$ cat src/rtl/mul_seq.sv
// -----------------------------------------------------------------------------
// mul_seq -- 32x32 -> 64-bit unsigned sequential shift-and-add multiplier.
//
// One multiplier bit is retired per clock.
//   * The control unit (mul_seq_ctrl) holds the FSM, the iteration counter and
//     the registered busy/done outputs.
//   * The datapath (mul_seq_dp) holds the operand registers, the accumulator,
//     the shifter and the result register.
//
// Timing: if start is accepted at edge N, done=1 and the new result are
// visible in the cycle after edge N+33. The latency does not depend on the
// operand values.
//
// Ports (top level):
//   CLK     in   1   clock; all state changes on the rising edge
//   reset   in   1   asynchronous, active-low reset
//   start   in   1   request pulse; accepted only while idle
//   a       in  32   unsigned multiplicand, captured on accept
//   b       in  32   unsigned multiplier, captured on accept
//   busy    out  1   high from accept until the done pulse
//   done    out  1   one-cycle pulse; result is valid
//   result  out 64   product; held until the next completed operation
// -----------------------------------------------------------------------------

// Control unit: IDLE -> RUN (32 cycles) -> DONE -> IDLE.
module mul_seq_ctrl (
  input  logic clk_i,
  input  logic rst_n_i,
  input  logic start_i,
  output logic load_o,    // capture operands this edge
  output logic step_o,    // perform one add/shift step this edge
  output logic finish_o,  // load the result register this edge
  output logic busy_o,
  output logic done_o
);

  typedef enum logic [1:0] {
    ST_IDLE = 2'd0,
    ST_RUN  = 2'd1,
    ST_DONE = 2'd2
  } state_t;

  state_t     state_q;
  logic [4:0] cnt_q;
  logic       busy_q;
  logic       done_q;

  // Datapath strobes are decoded from the current state. A start that
  // arrives outside IDLE is simply dropped.
  assign load_o   = (state_q == ST_IDLE) && start_i;
  assign step_o   = (state_q == ST_RUN);
  assign finish_o = (state_q == ST_DONE);
  assign busy_o   = busy_q;
  assign done_o   = done_q;

  // FSM, iteration counter and registered busy/done.
  always_ff @(posedge clk_i or negedge rst_n_i) begin
    if (!rst_n_i) begin
      state_q <= ST_IDLE;
      cnt_q   <= 5'd0;
      busy_q  <= 1'b0;
      done_q  <= 1'b0;
    end else begin
      case (state_q)
        ST_IDLE: begin
          done_q <= 1'b0;
          if (start_i) begin
            state_q <= ST_RUN;
            cnt_q   <= 5'd0;
            busy_q  <= 1'b1;
          end else begin
            busy_q  <= 1'b0;
          end
        end
        ST_RUN: begin
          done_q <= 1'b0;
          busy_q <= 1'b1;
          cnt_q  <= cnt_q + 5'd1;
          if (cnt_q == 5'd31) begin
            state_q <= ST_DONE;
          end else begin
            state_q <= ST_RUN;
          end
        end
        ST_DONE: begin
          // The done pulse and the new result appear together, once busy drops.
          done_q  <= 1'b1;
          busy_q  <= 1'b0;
          state_q <= ST_IDLE;
        end
        default: begin
          state_q <= ST_IDLE;
          cnt_q   <= 5'd0;
          busy_q  <= 1'b0;
          done_q  <= 1'b0;
        end
      endcase
    end
  end

endmodule

// Datapath: operand registers, 33-bit adder, combined shifter, result register.
module mul_seq_dp (
  input  logic        clk_i,
  input  logic        rst_n_i,
  input  logic        load_i,
  input  logic        step_i,
  input  logic        finish_i,
  input  logic [31:0] a_i,
  input  logic [31:0] b_i,
  output logic [63:0] result_o
);

  logic [31:0] mcand_q;   // multiplicand
  logic [31:0] acc_hi_q;  // upper accumulator half
  logic [31:0] mplier_q;  // multiplier; product bits shift in from the top
  logic [63:0] result_q;
  logic [32:0] sum_s;

  // Conditional add into the upper accumulator half. The carry is kept in bit 32.
  always_comb begin
    sum_s = {1'b0, acc_hi_q};
    if (mplier_q[0]) begin
      sum_s = {1'b0, acc_hi_q} + {1'b0, mcand_q};
    end else begin
      sum_s = {1'b0, acc_hi_q};
    end
  end

  // Operand capture and the per-cycle right shift of {carry, acc_hi, mplier}.
  always_ff @(posedge clk_i or negedge rst_n_i) begin
    if (!rst_n_i) begin
      mcand_q  <= 32'd0;
      acc_hi_q <= 32'd0;
      mplier_q <= 32'd0;
    end else if (load_i) begin
      mcand_q  <= a_i;
      acc_hi_q <= 32'd0;
      mplier_q <= b_i;
    end else if (step_i) begin
      acc_hi_q <= sum_s[32:1];
      mplier_q <= {sum_s[0], mplier_q[31:1]};
    end else begin
      mcand_q  <= mcand_q;
      acc_hi_q <= acc_hi_q;
      mplier_q <= mplier_q;
    end
  end

  // The result register changes only when the operation completes.
  always_ff @(posedge clk_i or negedge rst_n_i) begin
    if (!rst_n_i) begin
      result_q <= 64'd0;
    end else if (finish_i) begin
      result_q <= {acc_hi_q, mplier_q};
    end else begin
      result_q <= result_q;
    end
  end

  assign result_o = result_q;

endmodule

// Top level: joins the control unit to the datapath.
module mul_seq (
  input  logic        CLK,
  input  logic        reset,
  input  logic        start,
  input  logic [31:0] a,
  input  logic [31:0] b,
  output logic        busy,
  output logic        done,
  output logic [63:0] result
);

  logic load_s;
  logic step_s;
  logic finish_s;

  mul_seq_ctrl u_ctrl (
    .clk_i    (CLK),
    .rst_n_i  (reset),
    .start_i  (start),
    .load_o   (load_s),
    .step_o   (step_s),
    .finish_o (finish_s),
    .busy_o   (busy),
    .done_o   (done)
  );

  mul_seq_dp u_dp (
    .clk_i    (CLK),
    .rst_n_i  (reset),
    .load_i   (load_s),
    .step_i   (step_s),
    .finish_i (finish_s),
    .a_i      (a),
    .b_i      (b),
    .result_o (result)
  );

endmodule

$ cat config.mk
export PLATFORM = sky130hd
export DESIGN_NAME = mul_seq
export DESIGN_NICKNAME = d
export VERILOG_FILES = /design/src/rtl/mul_seq.sv
export SDC_FILE = /design/constraint.sdc
export NUM_CORES = 1
export LEC_CHECK = 0
export ABC_AREA = 1
export BUFFER_PORTS_ARGS = -buffer_cell sky130_fd_sc_hd__buf_2
export CAP_MARGIN = 20
export CORE_ASPECT_RATIO = 0.6
export CORE_MARGIN = 2
export CORE_UTILIZATION = 58
export DETAILED_ROUTE_END_ITERATION = 10
export HOLD_SLACK_MARGIN = 0.03
export PLACE_DENSITY = 0.81
export SKIP_CTS_REPAIR_TIMING = 1
export SLEW_MARGIN = 25
export SYNTH_ARGS = -nofsm -noshare
export SYNTH_HDL_FRONTEND = slang
export SYNTH_SLANG_ARGS = --single-unit
$ cat constraint.sdc
create_clock -name CLK -period 2.7 [get_ports CLK]
set_clock_uncertainty 0.1 [all_clocks]
set_input_delay 0.54 -clock CLK [delete_from_list [all_inputs] [get_ports CLK]]
set_output_delay 0.54 -clock CLK [all_outputs]
set_load 0.02 [all_outputs]
# Word level (Yosys, flattened, before mapping)
# Index checks and enable logic that the tools add are counted.
# op_classes
reduce_logical	4
add_sub_neg	2
n_shift	0
magnitude_cmp	0
eq_ne	4
n_bitwise	1
mux	13
mul	0
div	0
# op_table
cell	n
$mux 32	4
$add 32x32->33	1
$mux 33	1
$pmux 5 s3	1
$add 5x1->5 const B	1
$eq 5x5->1 const B	1
$mux 5	1
$mux 2	2
$pmux 2 s2	1
$eq 2x1->1 const B	1
$eq 2x2->1 const B	1
$logic_not 2->1	1
$mux 1	2
$ne 2x2->1 const B	1
$pmux 1 s2	1
$reduce_and 2->1	1
$reduce_bool 2->1	1
$logic_and 1x1->1	1
$not 1->1	1
# word_totals
in_bits	67
mem_count	0
elab_cells	32
ram_bits	0
latchBits	0
mem_bits_ro	0
regBits	169

# Longest topological paths before layout
# logic_depth
ltp_word	4
depth_mapped	13
depth_no_buf	13

# Modules after synthesis
# From an unflattened synthesis, not the netlist that was laid out.
# unflattened
hier_cells	1199
area_unflattened_um2	9177.6
# modules_own_cells
mod	n_inst	cells_each	area_each_um2	seq_area_each_um2
mul_seq_dp	1	1154	8774.7	4003.8
mul_seq_ctrl	1	45	402.9	225.2

# Worst setup path before layout
# No wires, ideal clock.
# synth_timing
path_type	register -> register
startpoint	register u_dp.acc_hi_q[0]
endpoint	register u_dp.acc_hi_q[19]
setup_ps	126
t_required_ps	2474
arrival_time_ps	1753
path_slack_ps	721
n_path_buf	0
path_stages_with_launch	13
path_cell_list	dfrtp_1 ha_1 fa_1 nand3_1 nand3_1 nand3_1 nand3_1 nand2_1 nand2_1 nand2_1 nand3_1 nand2_1 o21ai_0
# synth_between
elab_chain_cells	4
# synth_lines
item	line_no	source
start, declared	116	logic [31:0] acc_hi_q;
start signal, assigned	142	acc_hi_q <= sum_s[32:1];
start signal, assigned	146	acc_hi_q <= acc_hi_q;
$add 32x32->33	125	sum_s = {1'b0, acc_hi_q} + {1'b0, mcand_q};
$mux 33	124	if (mplier_q[0]) begin
$mux 32	141	end else if (step_i) begin
$mux 32	137	end else if (load_i) begin
# Every way passes these cells. The select of a mux whose other input is x is not followed.
# A chain may end at the register's enable or synchronous reset.

# Final worst setup path
# layout_timing
startpoint	register u_dp.acc_hi_q[0]
endpoint	register u_dp.acc_hi_q[31]
# Same word-level chain as after synthesis.

==> flow_summary_export.csv <==
group,metric,value,unit
timing,hold_violations,6,
critical_path,worst_ep_required_time,2920,ps
critical_path,arrival,2490,ps
floorplan,ios,133,
synth,synthArstFlopShare,100,%
timing,whs,-18.1,ps
clocking,clock_latency,430,ps
synth,yosysUniqueCellTypes,31,
synth,synthXorXnorAreaFrac,1.25,%
job,cap_violations,0,
synth,synthSimpleGateAreaFrac,25.5,%
drt,drt_wl_total,24000,um
min_path,worstHoldPathType,"primary input to async pin",
final_layout,diodes,0,
final_layout,drive_above_1_share,14.1,%
clocking,cts_tree,"done",
synth,synth_seq_cells,169,
timing,finalSetupTns,0,ps
synth,synth_top_family_by_area,"simple AND/OR/NAND/NOR gates",
drt,dr_total_vias,8368,
run_status,violations,"hold timing",
floorplan,die_area,16800,um2
synth,synth-main-ff-cell,"dfrtp_1",
synth,muxShareOfSynthArea,0,%
drt,drc_errors,0,
global_routing,grt_util_all_layers,30.1,%
floorplan,core,15400,um2
drt,ant_nets,0,
clocking,cts.sinks,169,
timing,period_share,84.1,%
synth,synth_area,9120,um2
global_routing,overflow,0,
pwr,ir_worst_vdd,0.000791,V
drt,wl_per_cell,15.3,um
critical_path,worstReg2RegStart,"u_dp.acc_hi_q[0]",
timing,slew_viol_final,0,
floorplan,rows,35,
global_routing,grt_use_met2,43.7,%
critical_path,crit_fanout,4,
synth,synth-seq-area-share,46.4,%
synth,synth_edf_count,0,
drt,via_per_inst,5.34,
global_routing,first_global_vias,7806,
drt,first_pass_iters,7,
synth,synth_top_area_cell,"dfrtp_1",
global_routing,grt.busiest_layer,"met1",
clocking,clockBufferDepth,2,
synth,synth_area_leaders,"dfrtp_1 (46%), nand2_1 (20%), inv_1 (7.7%)",
final_layout,area_growth,16.8,%
global_routing,grtUsageMet3,6.87,%
critical_path,start_kind,"flop",
critical_path,reg2reg_depth,12,
synth,synth.avg_cell_area,7.41,um2
floorplan,start_util,59.3,%
final_layout,finish.utilization,69.3,%
place,port_buffers,132,
timing,fmax,0.441,GHz
synth,synth-compound-area-share,11.9,%
global_routing,grt_pass1_wl,39800,um
synth,netlist.area_leader.share,46.4,%
floorplan,die_h,101,um
timing,setup_viol,0,
synth,syn_nets,1332,
synth,ys_warn_count,0,
clocking,cts_buffers,17,
critical_path,criticalPathCategory,"flop to flop",
global_routing,use_met1,46.7,%
pwr,cellPowerDensity,1350,nW/um2
clocking,htreeDepth,4,
timing,max_slew_margin,53.4,%
pwr,p_leak,5.97,nW
synth,synthAdderAreaFrac,4.88,%
critical_path,r2r_slack,430,ps
place,dp_hpwl,17200,um
global_routing,antenna_found_initial,0,
timing,tightestPinTransition,699,ps
floorplan,dieWidth,166,um
timing,min_period,2270,ps
clocking,ctsRootBufferMaster,"clkbuf_16",
synth,synthCells,1230,
final_layout,fin_nets,1453,
place,globalplace.congestion,1.02,
drt,dr.first_iter.drc_count,719,
critical_path,end_kind,"flop",
timing,rsz0062_at_grt,"no",
run_status,status,"complete, but fails checks",
clocking,clk_pin_slew,80,ps
critical_path,reg2reg_to,"u_dp.acc_hi_q[31]",
global_routing,grt_start_max_net_pins,105,
==> per-stage QoR <==
stage	worst slack [ps]	instance area (um2)	cells	power, mW
3_5_place_dp	454	10000	1535	11.6
6_report	430	10700	1567	14.3
3_3_place_gp	510	10000	1535	11.5
4_1_cts	442	10700	1567	14.2
5_1_grt	285	10700	1567	15.6
2_1_floorplan	721	9120	1230	9.48
==> final cells by class <==
| class | instances | area, um2 |
|---|---|---|
| fill | 1306 | 4720 |
| clock inverter | 14 | 175 |
| clock buffer | 18 | 439 |
| multi-input combinational | 825 | 3980 |
| tap | 203 | 254 |
| sequential | 169 | 4230 |
| timing repair buffer | 144 | 845 |
| inverter | 194 | 729 |
==> power breakdown <==
group	internal, mW	leakage (nW)	switching, mW
Combinational	2.63	3.72	5.33
Clock	1.28	0.298	1.19
Sequential	3.41	1.95	0.499
==> logic make-up after synthesis <==
kind of cell    count (synthesis)
flops                         169
fa+ha+maj                      35
buf+inv                       236
simple gates                  589
xor+xnor                       13
compound gates                188
==> placed cells by master (no fill, tap or decap), types with 7 or more instances in the layout <==
cell type | synthesis | layout
a21oi_1 | 50 | 50
buf_12 | 0 | 7
buf_2 | 21 | 131
clkbuf_16 | 0 | 17
dfrtp_1 | 169 | 169
ha_1 | 34 | 34
inv_1 | 188 | 187
nand2_1 | 478 | 478
nand3_1 | 43 | 43
nor2_1 | 49 | 49
o21ai_0 | 92 | 92
o221ai_1 | 31 | 31
xor2_1 | 13 | 13
==> metal layers <==
metal / vias up / part of all wire [%]
met5: - / 0
li1: 4118 / -
met1: 3887 / 49
met3: 23 / 9.2
met2: 340 / 41
met4: 0 / 0.76
==> Yosys cell counts (2+ instances only) <==
cell type / n
nand2_1: 478
inv_1: 188
dfrtp_1: 169
o21ai_0: 92
a21oi_1: 50
nor2_1: 49
nand3_1: 43
ha_1: 34
o221ai_1: 31
buf_2: 21
clkbuf_1: 20
xor2_1: 13
inv_2: 5
o21ai_1: 5
nand2_2: 4
a32o_1: 3
and2_1: 3
nor3_1: 3
o22ai_1: 3
nand3b_1: 2
nor2_2: 2
nor2_4: 2
o211ai_1: 2
==> registers in the layout, summed over array words and instances (netlist names) <==
signal / flops
u_dp.result_o: 64
u_dp.mcand_q: 32
u_dp.acc_hi_q: 32
u_ctrl.busy_o: 1
u_ctrl.state_q: 2
u_ctrl.done_o: 1
u_ctrl.cnt_q: 5
u_dp.mplier_q: 32
==> worst max-delay path: stages, from the launching register on <==
cell and delay [ps]:
dfrtp_1 380, ha_1 250, fa_1 450, nand3_1 120
nand3_1 130, nand3_1 100, nand3_1 180, nand2_1 130
nand2_1 90, nand2_1 70, nand2_1 50, nand3_1 70
nand2_1 60
==> worst max-delay path by stage <==
| stage | start | to | slack [ps] | cells after the start |
|---|---|---|---|---|
| after floorplan | u_dp.acc_hi_q[0] | u_dp.acc_hi_q[19] | 720 | 12 |
| after global placement | u_dp.acc_hi_q[0] | u_dp.acc_hi_q[27] | 510 | 12 |
| after detailed placement | u_dp.acc_hi_q[0] | u_dp.acc_hi_q[31] | 450 | 12 |
| after CTS | u_dp.acc_hi_q[0] | u_dp.acc_hi_q[31] | 440 | 12 |
| after global routing | u_dp.mcand_q[0] | u_dp.acc_hi_q[27] | 290 | 12 |
| final | u_dp.acc_hi_q[0] | u_dp.acc_hi_q[31] | 430 | 12 |
(Power assumes the default switching activity.)
